`src/rtl/layer_sched_if.sv`:
```
// Engine/DRAM bus of the layer sequencer: launch pulses and done strobes per engine,
// the packed engine memory requests, and the single muxed DRAM port.
interface layer_sched_if #(
  parameter int DATA_WIDTH = 32,
  parameter int ADDR_WIDTH = 18,
  parameter int NUM_ENG    = 4
);
  logic [NUM_ENG-1:0]            eng_enable;
  logic [NUM_ENG-1:0]            eng_done;
  logic [NUM_ENG*ADDR_WIDTH-1:0] eng_addr_in;
  logic [NUM_ENG*ADDR_WIDTH-1:0] eng_addr_out;
  logic [NUM_ENG*DATA_WIDTH-1:0] eng_data_out;
  logic [NUM_ENG-1:0]            eng_en_rd;
  logic [NUM_ENG-1:0]            eng_en_wr;
  logic [ADDR_WIDTH-1:0]         dram_addr_rd;
  logic [ADDR_WIDTH-1:0]         dram_addr_wr;
  logic [DATA_WIDTH-1:0]         dram_wdata;
  logic                          dram_en_rd;
  logic                          dram_en_wr;

  modport master (
    output eng_enable, dram_addr_rd, dram_addr_wr, dram_wdata, dram_en_rd, dram_en_wr,
    input  eng_done, eng_addr_in, eng_addr_out, eng_data_out, eng_en_rd, eng_en_wr
  );

  modport slave (
    input  eng_enable, dram_addr_rd, dram_addr_wr, dram_wdata, dram_en_rd, dram_en_wr,
    output eng_done, eng_addr_in, eng_addr_out, eng_data_out, eng_en_rd, eng_en_wr
  );
endinterface

```
`src/rtl/layer_sched.sv`:
```
// Layer sequencer: walks the programmed engine table, launches each engine, waits for its
// done (with a watchdog) and hands the selected engine the shared DRAM port meanwhile.
module layer_sched #(
  parameter int DATA_WIDTH = 32,
  parameter int ADDR_WIDTH = 18,
  parameter int NUM_ENG    = 4,
  parameter int MAX_LAYERS = 16,
  parameter int TIMEOUT    = 1048576,
  localparam int EW = $clog2(NUM_ENG),
  localparam int LW = $clog2(MAX_LAYERS)
) (
  input  logic          clk,
  input  logic          srstn,
  input  logic          cfg_we,
  input  logic [LW-1:0] cfg_idx,
  input  logic [EW-1:0] cfg_eng,
  input  logic [LW:0]   num_layers,
  input  logic          start,
  output logic          busy,
  output logic          done,
  output logic          err,
  output logic [LW-1:0] cur_layer,
  layer_sched_if.master bus
);

  typedef enum logic [4:0] {
    IDLE   = 5'b00001,
    LAUNCH = 5'b00010,
    RUN    = 5'b00100,
    NEXT   = 5'b01000,
    FIN    = 5'b10000
  } state_t;

  localparam logic [20:0] WD_LIMIT = 21'(TIMEOUT - 1);
  localparam logic [20:0] WD_MAX   = {21{1'b1}};
  localparam logic [LW:0] MAX_N    = (LW+1)'(MAX_LAYERS);
  localparam logic [LW:0] ONE_N    = {{LW{1'b0}}, 1'b1};
  localparam logic [LW-1:0] ONE_L  = {{(LW-1){1'b0}}, 1'b1};

  state_t               state_r;
  logic [EW-1:0]        tbl_r [MAX_LAYERS];
  logic [LW:0]          n_lat_r;
  logic [EW-1:0]        sel_r;
  logic [20:0]          wd_r;
  logic [NUM_ENG-1:0]   eng_en_r;
  logic [LW:0]          clamp_s;
  logic [EW-1:0]        first_eng_s;
  logic [EW-1:0]        next_eng_s;
  logic                 live_s;

  function automatic logic [NUM_ENG-1:0] onehot_f(input logic [EW-1:0] e);
    onehot_f = {{(NUM_ENG-1){1'b0}}, 1'b1} << e;
  endfunction

  assign bus.eng_enable = eng_en_r;

  // Table writes are accepted only while idle, so a running sequence sees a frozen table.
  always_ff @(posedge clk) begin
    if (cfg_we && (state_r == IDLE)) begin
      tbl_r[cfg_idx] <= cfg_eng;
    end
  end

  // Start-time helpers: layer-count clamp and a bypass so a same-cycle write to entry 0 launches.
  always_comb begin
    clamp_s     = (num_layers > MAX_N) ? MAX_N : num_layers;
    first_eng_s = (cfg_we && (cfg_idx == {LW{1'b0}})) ? cfg_eng : tbl_r[0];
    next_eng_s  = tbl_r[cur_layer + ONE_L];
    live_s      = (state_r == LAUNCH) || (state_r == RUN) || (state_r == NEXT);
  end

  // Sequencer state, watchdog and all registered status outputs.
  always_ff @(posedge clk) begin
    if (srstn) begin
      state_r   <= IDLE;
      busy      <= 1'b0;
      done      <= 1'b0;
      err       <= 1'b0;
      cur_layer <= '0;
      n_lat_r   <= '0;
      sel_r     <= '0;
      wd_r      <= '0;
      eng_en_r  <= '0;
    end else begin
      done     <= 1'b0;
      eng_en_r <= '0;
      case (state_r)
        IDLE: begin
          if (start) begin
            err       <= 1'b0;
            busy      <= 1'b1;
            cur_layer <= '0;
            n_lat_r   <= clamp_s;
            if (clamp_s == {(LW+1){1'b0}}) begin
              state_r <= FIN;
              done    <= 1'b1;
            end else begin
              state_r  <= LAUNCH;
              sel_r    <= first_eng_s;
              eng_en_r <= onehot_f(first_eng_s);
            end
          end
        end
        LAUNCH: begin
          wd_r    <= '0;
          state_r <= RUN;
        end
        RUN: begin
          if (bus.eng_done[sel_r]) begin
            state_r <= NEXT;
          end else if (wd_r == WD_LIMIT) begin
            err     <= 1'b1;
            done    <= 1'b1;
            state_r <= FIN;
          end else if (wd_r != WD_MAX) begin
            wd_r <= wd_r + 21'd1;
          end
        end
        NEXT: begin
          if ({1'b0, cur_layer} == (n_lat_r - ONE_N)) begin
            done    <= 1'b1;
            state_r <= FIN;
          end else begin
            cur_layer <= cur_layer + ONE_L;
            sel_r     <= next_eng_s;
            eng_en_r  <= onehot_f(next_eng_s);
            state_r   <= LAUNCH;
          end
        end
        FIN: begin
          busy    <= 1'b0;
          state_r <= IDLE;
        end
        default: begin
          busy    <= 1'b0;
          state_r <= IDLE;
        end
      endcase
    end
  end

  // DRAM port follows the selected engine from launch through the drain cycle after its done.
  always_comb begin
    bus.dram_addr_rd = '0;
    bus.dram_addr_wr = '0;
    bus.dram_wdata   = '0;
    bus.dram_en_rd   = 1'b0;
    bus.dram_en_wr   = 1'b0;
    if (live_s) begin
      bus.dram_addr_rd = bus.eng_addr_in[int'(sel_r)*ADDR_WIDTH +: ADDR_WIDTH];
      bus.dram_addr_wr = bus.eng_addr_out[int'(sel_r)*ADDR_WIDTH +: ADDR_WIDTH];
      bus.dram_wdata   = bus.eng_data_out[int'(sel_r)*DATA_WIDTH +: DATA_WIDTH];
      bus.dram_en_rd   = bus.eng_en_rd[sel_r];
      bus.dram_en_wr   = bus.eng_en_wr[sel_r];
    end else begin
      bus.dram_en_rd   = 1'b0;
      bus.dram_en_wr   = 1'b0;
    end
  end

endmodule

```
`src/flat_wrapper.sv`:
```
// flat-port wrapper written by rule: the top's interface ports become plain ports
module layer_sched_flat 
#(
  parameter int DATA_WIDTH = 32,
  parameter int ADDR_WIDTH = 18,
  parameter int NUM_ENG    = 4,
  parameter int MAX_LAYERS = 16,
  parameter int TIMEOUT    = 1048576,
  localparam int EW = $clog2(NUM_ENG),
  localparam int LW = $clog2(MAX_LAYERS)
)
  (clk, srstn, cfg_we, cfg_idx, cfg_eng, num_layers, start, busy, done, err, cur_layer, bus_eng_enable, bus_dram_addr_rd, bus_dram_addr_wr, bus_dram_wdata, bus_dram_en_rd, bus_dram_en_wr, bus_eng_done, bus_eng_addr_in, bus_eng_addr_out, bus_eng_data_out, bus_eng_en_rd, bus_eng_en_wr);
  layer_sched_if #(.DATA_WIDTH(DATA_WIDTH), .ADDR_WIDTH(ADDR_WIDTH), .NUM_ENG(NUM_ENG)) bus_i ();
  input  logic clk;
  input  logic srstn;
  input  logic cfg_we;
  input  logic [LW-1:0] cfg_idx;
  input  logic [EW-1:0] cfg_eng;
  input  logic [LW:0] num_layers;
  input  logic start;
  output logic busy;
  output logic done;
  output logic err;
  output logic [LW-1:0] cur_layer;
  output wire logic [$bits(bus_i.eng_enable)-1:0] bus_eng_enable;
  output wire logic [$bits(bus_i.dram_addr_rd)-1:0] bus_dram_addr_rd;
  output wire logic [$bits(bus_i.dram_addr_wr)-1:0] bus_dram_addr_wr;
  output wire logic [$bits(bus_i.dram_wdata)-1:0] bus_dram_wdata;
  output wire logic [$bits(bus_i.dram_en_rd)-1:0] bus_dram_en_rd;
  output wire logic [$bits(bus_i.dram_en_wr)-1:0] bus_dram_en_wr;
  input wire logic [$bits(bus_i.eng_done)-1:0] bus_eng_done;
  input wire logic [$bits(bus_i.eng_addr_in)-1:0] bus_eng_addr_in;
  input wire logic [$bits(bus_i.eng_addr_out)-1:0] bus_eng_addr_out;
  input wire logic [$bits(bus_i.eng_data_out)-1:0] bus_eng_data_out;
  input wire logic [$bits(bus_i.eng_en_rd)-1:0] bus_eng_en_rd;
  input wire logic [$bits(bus_i.eng_en_wr)-1:0] bus_eng_en_wr;
  assign bus_eng_enable = bus_i.eng_enable;
  assign bus_dram_addr_rd = bus_i.dram_addr_rd;
  assign bus_dram_addr_wr = bus_i.dram_addr_wr;
  assign bus_dram_wdata = bus_i.dram_wdata;
  assign bus_dram_en_rd = bus_i.dram_en_rd;
  assign bus_dram_en_wr = bus_i.dram_en_wr;
  assign bus_i.eng_done = bus_eng_done;
  assign bus_i.eng_addr_in = bus_eng_addr_in;
  assign bus_i.eng_addr_out = bus_eng_addr_out;
  assign bus_i.eng_data_out = bus_eng_data_out;
  assign bus_i.eng_en_rd = bus_eng_en_rd;
  assign bus_i.eng_en_wr = bus_eng_en_wr;
  layer_sched #(.DATA_WIDTH(DATA_WIDTH), .ADDR_WIDTH(ADDR_WIDTH), .NUM_ENG(NUM_ENG), .MAX_LAYERS(MAX_LAYERS), .TIMEOUT(TIMEOUT)) u_core (.clk(clk), .srstn(srstn), .cfg_we(cfg_we), .cfg_idx(cfg_idx), .cfg_eng(cfg_eng), .num_layers(num_layers), .start(start), .busy(busy), .done(done), .err(err), .cur_layer(cur_layer), .bus(bus_i));
endmodule
```
`config.mk`:
```
export PLATFORM = sky130hd
export DESIGN_NAME = layer_sched_flat
export DESIGN_NICKNAME = d
export VERILOG_FILES = /design/src/rtl/layer_sched_if.sv /design/src/rtl/layer_sched.sv /design/src/flat_wrapper.sv
export SDC_FILE = /design/constraint.sdc
export NUM_CORES = 1
export LEC_CHECK = 0
export BUFFER_PORTS_ARGS = -buffer_cell sky130_fd_sc_hd__buf_2
export CAP_MARGIN = 20
export CORE_AREA = 4 4 147 149
export CTS_BUF_LIST = sky130_fd_sc_hd__clkbuf_2 sky130_fd_sc_hd__clkbuf_4 sky130_fd_sc_hd__clkbuf_8
export DETAILED_ROUTE_END_ITERATION = 7
export DIE_AREA = 0 0 151 153
export SLEW_MARGIN = 20
export SYNTH_ARGS = -nofsm -noshare
export SYNTH_HDL_FRONTEND = slang
export SYNTH_SLANG_ARGS = --single-unit
```
`constraint.sdc`:
```
create_clock -name clk -period 6.3 [get_ports clk]
set_input_delay 0.945 -clock clk [delete_from_list [all_inputs] [get_ports clk]]
set_output_delay 0.945 -clock clk [all_outputs]
set_load 0.02 [all_outputs]
```
[Word level (Yosys, flattened, before mapping)]
Memories as Yosys holds them, arrays and structs flattened.
Cells that the tools add are included.
Storage, ports and cells
  register bits: 44
  memory bits (writable): 32
  bits of input ports: 299
  output and inout bits: 81
  word-level logic and storage cells: 102
  memories: 1
Cells by class
  add/sub/neg operators: 3
  $mul: 1
  $lt $le $gt $ge: 2
  equal/unequal tests: 15
  shift operators: 5
  muxes and demuxes: 48
  bitwise logic cells: 1
  reduce and logical (&&, ||, !) cells: 17
Memories
  u_core.tbl_r: depth 16, bits a word 2, read ports 2, clocked after memory_dff 0, write ports 1, RTL line layer_sched.sv:41  | logic [EW-1:0] tbl_r [MAX_LAYERS];
Operators with widths (count)
  $shiftx A72 B32 Y18: 2
  $shiftx A128 B8 Y32: 1
  $mux W21: 3
  $pmux W21 S2: 1
  $mux W18: 2
  $mux W32: 1
  $mux W5: 6
  $add A21 B1 Y21 const B: 1
  $eq A21 B20 Y1 const B: 1
  $ne A21 B21 Y1 const B: 1
  $mux W4: 5
  $pmux W5 S4: 1
  $mux W1: 16
  $pmux W4 S2: 2
  $ne A2 B2 Y1 const B: 7
  $reduce_and A4 Y1: 3
  $mux W2: 4
  $shl A1 B2 Y4 const A: 2
  $bmux W1 S2: 3
  $mul A2 B4 Y6 const B: 1
  $reduce_and A2 Y1: 3
  $reduce_bool A2 Y1: 3
  $eq A4 B5 Y1: 1
  $eq A5 B1 Y1 const B: 1
  18 further kinds: 21

[Longest topological paths before layout]
  word-level depth: 7
  gate-level depth with buffers: 8
  gate-level depth less buffers: 7

[Worst setup path after synthesis]
Ideal clock, no wire load.
  path kind: flip-flop to output port
  start: register u_core.sel_r[0]
  end: output port bus_dram_addr_rd[0]
  arrival time: 1740 ps
  required time: 5355 ps
  path slack: 3615 ps
  stages on the path, launching flop included: 5
  path buffers: 2
  path through: dfxtp_1 -> buf_6 -> clkbuf_1 -> mux4_2 -> and2_1
On the way
  word-level cells in the longest chain between the ends: 3
RTL lines
  start, declared: RTL line layer_sched.sv:43  | logic [EW-1:0] sel_r;
  start signal, assigned: RTL line layer_sched.sv:99  | sel_r <= first_eng_s;
  start signal, assigned: RTL line layer_sched.sv:125  | sel_r <= next_eng_s;
  $mul A2 B4 Y6: RTL line layer_sched.sv:150  | bus.dram_addr_rd = bus.eng_addr_in[int'(sel_r)*ADDR_WIDTH +: ADDR_WIDTH];
  $shiftx A72 B32 Y18: RTL line layer_sched.sv:150
  $mux W18: RTL line layer_sched.sv:149  | if (live_s) begin
  end, declared: RTL line flat_wrapper.sv:26  | output wire logic [$bits(bus_i.dram_addr_rd)-1:0] bus_dram_addr_rd;
No other way between the ends.

[Worst setup path in the final report]
  start: register u_core.sel_r[0]
  end: output port bus_dram_wdata[26]
On the way
  word-level cells in the longest chain between the ends: 2
RTL lines
  $shiftx A128 B8 Y32: RTL line layer_sched.sv:152  | bus.dram_wdata = bus.eng_data_out[int'(sel_r)*DATA_WIDTH +: DATA_WIDTH];
  $mux W32: RTL line layer_sched.sv:149
  end, declared: RTL line flat_wrapper.sv:28  | output wire logic [$bits(bus_i.dram_wdata)-1:0] bus_dram_wdata;
No other way between the ends.

==> metrics.txt <==
outcome=finished, final reports clean; Max Slew Vio Count=0; Yosys reg bits=76; post-synth cell types=48; Crit Path Category=register to output port; Worst Setup Start Kind=register; # port buffers=379; slowest stage delay, CP=0.98 ns; post-cts gate resize count=0; worst path arrival time=2.93 ns; # hold bufs at CTS=0; Clock Latency Late Sink=0.37 ns; Yosys warnings=0; syn_area_per_cell=11.0 µm²; Post-synth EDFFs=32; power density cells=161 mW/mm²; critical-path maximum fanout=50; pin count of the biggest net entering global routing=73; Via Count=6043; Seq/Total Area, Yosys=30.7%; GPL Wtd Cong=0.977; Initial Util=29.7%; clock slew at reported path FFs=0.08 ns; cells after synthesis=547; Via density=5.16; Placed Cells=1153; endpoints failing setup=0; final cell utilization of the core=41.2%; Core ar.=0.0202 mm²; Fin Clk Skew=0.00819 ns; fin worst setup slack=2.43 ns; nets=1196; Remaining Overflow, GRT=0; cell taking the most area after synthesis=mux4_2; number of setup buffers added after CTS=0; Synth area leaders=mux4_2, edfxtp_1, dfxtp_1; vias in the first global route=6207; most instantiated library cell after synthesis=and2_1; Crit path max-delay family=flip-flops; Max IR drop VDD=0.0000961 V; die area=0.0231 mm²; DRC=0; DR pass1 iterations=4; first-pass GRT wire length=36500 µm; Most used DFF post-synth=dfxtp_1; htree depth=3; share of layout cells above drive strength 1=53.5%; cell area after synthesis=0.00599 mm²; Layout area overhead=38.5%; Total Wirelength=24200 µm; final hold vios=0; Tcrit/Tclk final=61.5%; Total Power=1.34 mW; Leak=3.58 nW; Post-synth ARST share=0%; max_cap viols=0; cell row count=52; maximum clock path buffer count=2; Setup Total Neg Slack=0 ns; Max Freq=0.258 GHz; top-area cell type share of the netlist area=27.4%; ANT nets after route=0; Die Y=153 µm; DP Worst Slack=2.79 ns; max_slew headroom=31.3%; initial antenna violation count=1; measured slew at the worst slew-check pin=1.03 ns; Post-DP HPWL=19700 µm; Initial DRC Count=346; CTS buffer count=9; most instantiated cells after synthesis=and2_1, mux4_2, dfxtp_1; Routed WL per cell=20.7 µm; Buf/Inv on CP=2; CTS tree=built; RSZ-0062 raised after global routing=no; Die Width=151 µm; crit path cell chain=buf_4 -> mux4_2 -> and2_1 -> buf_2; Tightest Hold Check Type=register to register; Root Buffer=clkbuf_8; total clock sinks=76; CP Data Required Time=5.35 ns; syn nets=849; Period minus WS final=3.87 ns; Top Ports=380; GR Util All Layers=20.5%; Critical Path Sink Type=output port; crit path max-delay cell type=dfxtp_4; Final Non-Filler Cells=1170
[path summary, 6_finish.rpt]
kind                                          from                                   to  slack [ns]  cells after the start
hold / removal        u_core.wd_r[10]$_SDFFE_PP0P_         u_core.wd_r[10]$_SDFFE_PP0P_        0.47                      2
hold reg to reg       u_core.wd_r[10]$_SDFFE_PP0P_         u_core.wd_r[10]$_SDFFE_PP0P_        0.47                      2
setup reg to reg  u_core.cur_layer[0]$_SDFFE_PP0P_  u_core.bus.eng_enable[2]$_SDFF_PP0_        2.94                      6
setup / recovery      u_core.sel_r[0]$_SDFFE_PP0P_                   bus_dram_wdata[26]        2.43                      4
[layer usage]
metal	track usage, %	up-vias	part of all wire (%)	wire length (µm)
li1	-	2843	-	-
met5	0	-	0	0
met4	4.66	0	1.6	389
met1	27.2	2966	42	10200
met3	4.23	28	5.9	1430
met2	34.4	206	50	12200
[through the flow]
| stage | area, µm² | hold slack (ns) |
|---|---|---|
| floorplan | 5990 | 0.437 |
| global placement | 8070 | 0.455 |
| detailed placement | 8070 | 0.458 |
| CTS | 8300 | 0.472 |
| global route | 8300 | 0.495 |
| finish | 8300 | 0.470 |
[worst register-to-register path: cells and delay by family, from the launching register on]
family / cells / cell delay, ns
flops: 1 / 1.00
fa+ha+maj: 1 / 0.79
compound gates: 2 / 0.58
mux: 2 / 0.69
simple gates: 1 / 0.18
[state kept, by name, summed over array words and instances (netlist names)]
signal	count
u_core.bus.eng_enable	4
u_core.sel_r	2
u_core.wd_r	21
u_core.state_r	5
u_core.n_lat_r	5
u_core.done	1
u_core.err	1
u_core.tbl_r	32
u_core.busy	1
u_core.cur_layer	4
[report_power, final]
group | total (mW) | internal (mW) | switching (mW)
registers | 0.564 | 0.520 | 0.0433
logic | 0.351 | 0.208 | 0.144
clock network | 0.421 | 0.225 | 0.197
total | 1.34 | 0.953 | 0.384
[logic make-up (layout without fill, tap and decap cells)]
family / after synthesis / in the layout / share of synthesized area, %
and+or+nand+nor: 229 / 229 / 21.8
muxes: 93 / 93 / 30.8
AOI/OAI and AO/OA: 85 / 85 / 10.7
DFF: 76 / 76 / 30.7
buffers and inverters: 52 / 404 / 3.67
xor gates and xnor gates: 9 / 9 / 1.63
adders and majority gates: 3 / 3 / 0.626
other: 0 / 1 / 0
[area by class of cell]
type	instances	area, µm²
repair buffers	382	1920
diodes	1	2.50
clock buffers	9	124
multi-input cells	419	3950
flip-flops and latches	76	1850
inverters	6	22.5
clock inverters	7	100
fillers	2031	11900
well taps	270	338
[cells in the final DEF (no fill, tap or decap), drive strengths merged, types with 7 or more instances in the layout]
cell and count:
o21ai 11, mux2i 17, o2111ai 8, mux4 73, nand2 36, nand3 19, and2 76, nand4 9
clkbuf 9, nor3 13, nor3b 11, nand3b 11, dfxtp 44, a2111o 16, edfxtp 32, inv 7
nor2 25, and3 9, a21oi 26, buf 382
Power figures use the tool's default switching activity.
